<file path="config.mk">
export PLATFORM = sky130hd
export DESIGN_NAME = rca_wb_buffer
export DESIGN_NICKNAME = d
export VERILOG_FILES = /design/src/rtl/rca_wb_buffer.sv
export SDC_FILE = /design/constraint.sdc
export NUM_CORES = 1
export LEC_CHECK = 0
export CAP_MARGIN = 10
export CORE_UTILIZATION = 58
export DETAILED_ROUTE_END_ITERATION = 8
export PLACE_DENSITY = 0.8
export SLEW_MARGIN = 10
export SYNTH_ARGS = -nofsm -noshare
export SYNTH_HDL_FRONTEND = slang
export SYNTH_SLANG_ARGS = --single-unit
</file>
<file path="constraint.sdc">
create_clock -name clk -period 5.25 [get_ports clk]
set_clock_uncertainty 0.1 [all_clocks]
set_input_delay 1.3125 -clock clk [delete_from_list [all_inputs] [get_ports clk]]
set_output_delay 1.3125 -clock clk [all_outputs]
set_load 0.01 [all_outputs]
</file>
<file path="src/rtl/rca_wb_buffer.sv">
// Multi-channel writeback buffer between the RCA grid and the writeback stage.
// Per-channel result FIFOs feed one registered output stage with a round-robin grant.
module rca_wb_buffer #(
  parameter int unsigned NUM_CH = 2,
  parameter int unsigned NUM_WP = 4,
  parameter int unsigned XLEN   = 32,
  parameter int unsigned ID_W   = 3,
  parameter int unsigned DEPTH  = 4,
  localparam int unsigned CH_W  = (NUM_CH > 1) ? $clog2(NUM_CH) : 1
) (
  input  logic                            clk,
  input  logic                            rst,
  input  logic                            flush,
  input  logic [NUM_CH-1:0]               in_valid,
  output logic [NUM_CH-1:0]               in_ready,
  input  logic [NUM_CH*ID_W-1:0]          in_id,
  input  logic [NUM_CH*NUM_WP*XLEN-1:0]   in_rd,
  output logic                            done,
  output logic [ID_W-1:0]                 wb_id,
  output logic [NUM_WP*XLEN-1:0]          rd,
  output logic [CH_W-1:0]                 wb_ch,
  input  logic                            ack,
  output logic                            rca_config_locked
);

  localparam int unsigned RW = NUM_WP * XLEN;
  localparam int unsigned EW = ID_W + RW;
  localparam int unsigned PW = $clog2(DEPTH);
  localparam int unsigned CW = $clog2(DEPTH + 1);

  logic [EW-1:0]     mem    [NUM_CH][DEPTH];
  logic [PW-1:0]     rd_ptr [NUM_CH];
  logic [PW-1:0]     wr_ptr [NUM_CH];
  logic [CW-1:0]     count  [NUM_CH];

  logic [NUM_CH-1:0] nonempty;
  logic [NUM_CH-1:0] push;
  logic [NUM_CH-1:0] pop;
  logic [CH_W-1:0]   last_grant;
  logic [CH_W-1:0]   grant;
  logic [EW-1:0]     head;
  logic              load;

  // in_ready comes straight from the registered count: a full FIFO refuses
  // a push even in the cycle it is being popped.
  always_comb begin
    in_ready = '0;
    nonempty = '0;
    push     = '0;
    for (int unsigned c = 0; c < NUM_CH; c++) begin
      in_ready[c] = (count[c] != CW'(DEPTH));
      nonempty[c] = (count[c] != '0);
      push[c]     = in_valid[c] && in_ready[c] && !flush;
    end
  end

  always_comb begin
    logic              found;
    logic [CH_W-1:0]   cand;
    int unsigned       idx;
    grant = last_grant;
    found = 1'b0;
    cand  = '0;
    idx   = 0;
    // Scan starts one past the last grant; the last granted channel comes last.
    for (int unsigned i = 1; i <= NUM_CH; i++) begin
      idx  = (32'(last_grant) + i) % NUM_CH;
      cand = CH_W'(idx);
      if (!found && nonempty[cand]) begin
        grant = cand;
        found = 1'b1;
      end
    end
  end

  always_comb begin
    load = (!done || ack) && (|nonempty) && !flush;
    pop  = '0;
    for (int unsigned c = 0; c < NUM_CH; c++) begin
      pop[c] = load && (grant == CH_W'(c));
    end
  end

  always_comb begin
    head = mem[grant][rd_ptr[grant]];
  end

  always_comb begin
    rca_config_locked = done || (|nonempty);
  end

  always_ff @(posedge clk) begin
    for (int unsigned c = 0; c < NUM_CH; c++) begin
      if (push[c]) begin
        mem[c][wr_ptr[c]] <= {in_id[c*ID_W +: ID_W], in_rd[c*RW +: RW]};
      end
    end
  end

  always_ff @(posedge clk or negedge rst) begin
    if (!rst) begin
      for (int unsigned c = 0; c < NUM_CH; c++) begin
        rd_ptr[c] <= '0;
        wr_ptr[c] <= '0;
        count[c]  <= '0;
      end
    end else if (flush) begin
      for (int unsigned c = 0; c < NUM_CH; c++) begin
        rd_ptr[c] <= '0;
        wr_ptr[c] <= '0;
        count[c]  <= '0;
      end
    end else begin
      for (int unsigned c = 0; c < NUM_CH; c++) begin
        if (push[c]) wr_ptr[c] <= wr_ptr[c] + PW'(1);
        if (pop[c])  rd_ptr[c] <= rd_ptr[c] + PW'(1);
        count[c] <= count[c] + CW'(push[c]) - CW'(pop[c]);
      end
    end
  end

  always_ff @(posedge clk or negedge rst) begin
    if (!rst) begin
      done       <= 1'b0;
      wb_id      <= '0;
      rd         <= '0;
      wb_ch      <= '0;
      last_grant <= CH_W'(NUM_CH - 1);
    end else if (flush) begin
      done <= 1'b0;
    end else if (load) begin
      done         <= 1'b1;
      {wb_id, rd}  <= head;
      wb_ch        <= grant;
      last_grant   <= grant;
    end else if (ack) begin
      done <= 1'b0;
    end
  end

endmodule

</file>
==> flow_summary_export.csv <==
group,metric,value,unit
worst_hold_path,worstHoldStart,"rd[123]",
floorplan,die_h,289,um
synth,synth_edf_count,1048,
critical_path,end_kind,"primary output",
timing,tightest_slew,1.09,ns
timing,finalSetupTns,0,ns
run,max_cap_violations,0,
synth,synth_top_area_share,65.7,%
synth,synth_top_cells_by_count,"edfxtp_1, mux2i_1, dfrtp_1, nand2_1, o221ai_2",
routing,postRouteAntennaNets,0,
synth,syn_area_per_cell,19.2,um2
timing,fin_crit,4.03,ns
clocking,clockRootBuffer,"clkbuf_16",
place,port_buffers,403,
synth,netlist_top_cells_area,"edfxtp_1, mux2i_1, dfrtp_1, o221ai_2, mux2_4",
global_route,antenna_found_initial,28,
synth,syn-instance-count,2489,
critical_path,rr_endpoint,"rd[107]",
clocking,cts_sinks,1196,
place,place_congestion,0.839,
floorplan,start_util,58.5,%
critical_path,timing.rr.start,"count[4]",
synth,yosysWarnings,0,
synth,synth_cell_types,53,
place,dp_hpwl,63900,um
floorplan,core-area,81800,um2
synth,ys_ff_latch,1196,
clocking,cts_hold_buf,0,
critical_path,critPathLaunchType,"flip-flop",
floorplan,die_w,289,um
status,status,"completed",
timing,slew_headroom,27.1,%
place,dp_slack,1.23,ns
routing,avgViaCountPerCell,5.96,
timing,rsz0062_at_grt,"no",
critical_path,r2r_cells,5,
layout,fin_nets,3205,
clocking,cts_tree,"built",
worst_hold_path,hold_class,"flip-flop to flip-flop",
layout,layout-drive-gt1-share,17.6,%
critical_path,criticalPathCategory,"flip-flop to primary output",
global_route,grt_max_degree,120,
timing,timing.final.hold_violations,0,
clocking,cts_buffers,114,
routing,drt_pass1_iterations,5,
timing,whs,0.395,ns
synth,ys.flop_type,"edfxtp_1",
clocking,htreeDepth,3,
clocking,cts_resized,0,
clocking,clk_pin_slew,0.06,ns
synth,synth.net_count,2771,
layout,stdcell_area,56900,um2
global_route,grt-ovfl-total,0,
critical_path,crit_arrival,2.62,ns
place,place_area,53100,um2
routing,drtIter0Drc,1780,
synth,seq_area_frac_synth,73.4,%
timing,setup_violations,0,
critical_path,worstPathMaxFanout,7,
critical_path,cp.required,3.84,ns
worst_hold_path,whs_endpoint,"rd[123]",
synth,synthArstFlopShare,12.4,%
routing,vias,24500,
timing,max_freq,248,MHz
timing,fin_crit_sh,76.8,%
synth,synth.cell_area,47900,um2
timing,worst_slack,1.22,ns
global_route,first_global_vias,26100,
clocking,clockBufferDepth,3,
global_route,grt_pass1_wl,161000,um
timing,slew_viol_final,0,
floorplan,std_cell_rows,105,
floorplan,die_area,83700,um2
worst_hold_path,whs_path_depth,2,
routing,wire_per_inst,26.8,um
synth,yosysMostFrequentCell,"edfxtp_1",
synth,synth_top_cell_by_area,"edfxtp_1",
clocking,clk_latency,0.67,ns
global_route,track_usage,26.2,%
routing,drc,0,
power,finalPower,0.0281,W
layout,syn_to_final_growth,18.7,%
power,leakagePower,18.4,nW
critical_path,ff2ff_setup_slack,2.23,ns
routing,wl,110000,um
power,max-vdd-ir-drop,0.000665,V
power,p_per_area,493,nW/um2
floorplan,io_pins,404,
clocking,post_cts_buffers,0,
==> per-layer routing <==
metal	wire length [um]	vias to the layer above	GRT usage, %
met5	91	-	0
met4	3150	14	10.0
met3	7190	173	4.63
li1	-	10700	-
met2	55800	878	43.9
met1	43900	12800	34.4
==> critical path, stage by stage, from the launching register on <==
cell and delay (ns):
dfrtp_1 0.45, or3_1 0.56, or3_1 0.43, clkdlybuf4s50_1 0.51
==> cell type report <==
type,instances,area [um2]
fillers,5099,25000
clock inverters,68,632
flip-flops and latches,1196,35200
inverters,18,67.6
diodes,24,60.1
multi-input cells,1140,11700
clock buffers,147,3070
repair buffers,453,4820
well taps,1070,1340
==> cell usage in the layout, fill, tap and decap left out, types with 20 or more instances in the layout <==
cell type	count
clkinv_2	31
o221ai_2	130
diode_2	24
clkbuf_1	25
clkdlybuf4s50_1	402
edfxtp_1	1048
mux2i_1	520
buf_12	33
mux2_2	71
clkinv_1	20
mux2_4	86
clkbuf_16	115
nand2_1	136
mux2_1	103
dfrtp_1	145
==> power breakdown <==
part / switching, W / internal, W / total, W
registers: 0.000606 / 0.0114 / 0.0120
clock network: 0.00344 / 0.00462 / 0.00806
logic: 0.00415 / 0.00382 / 0.00798
total: 0.00820 / 0.0199 / 0.0281
==> through the flow <==
step	utilization (%)	cells
floorplan	-	2489
global placement	64.9	3877
detailed placement	64.9	3877
CTS	69.4	4092
global route	69.5	4111
finish	69.5	4116
==> worst max-delay path by stage <==
stage               cells after the start                end  startpoint  slack (ns)
floorplan                               3          mem[0][0]       flush        1.36
global placement                       12           count[5]       flush        1.22
detailed placement                     12           count[5]       flush        1.23
CTS                                     3  rca_config_locked    count[1]        1.20
global route                            3  rca_config_locked    count[1]        1.14
finish                                  3  rca_config_locked    count[1]        1.22
==> sequential cells by signal (all words and copies together), names as in the netlist <==
signal	count
wb_ch	1
done	1
wb_id	3
count	6
last_grant	1
mem	1048
wr_ptr	4
rd_ptr	4
rd	128
==> kinds of logic after synthesis <==
group | after synthesis | share of synthesized area, %
DFF | 1196 | 73.4
xor gates and xnor gates | 8 | 0.146
and+or+nand+nor | 181 | 1.60
AOI/OAI and AO/OA | 157 | 4.55
adders and majority gates | 14 | 0.397
muxes | 780 | 17.7
buffers and inverters | 153 | 2.23
Power figures use the tool's default switching activity.
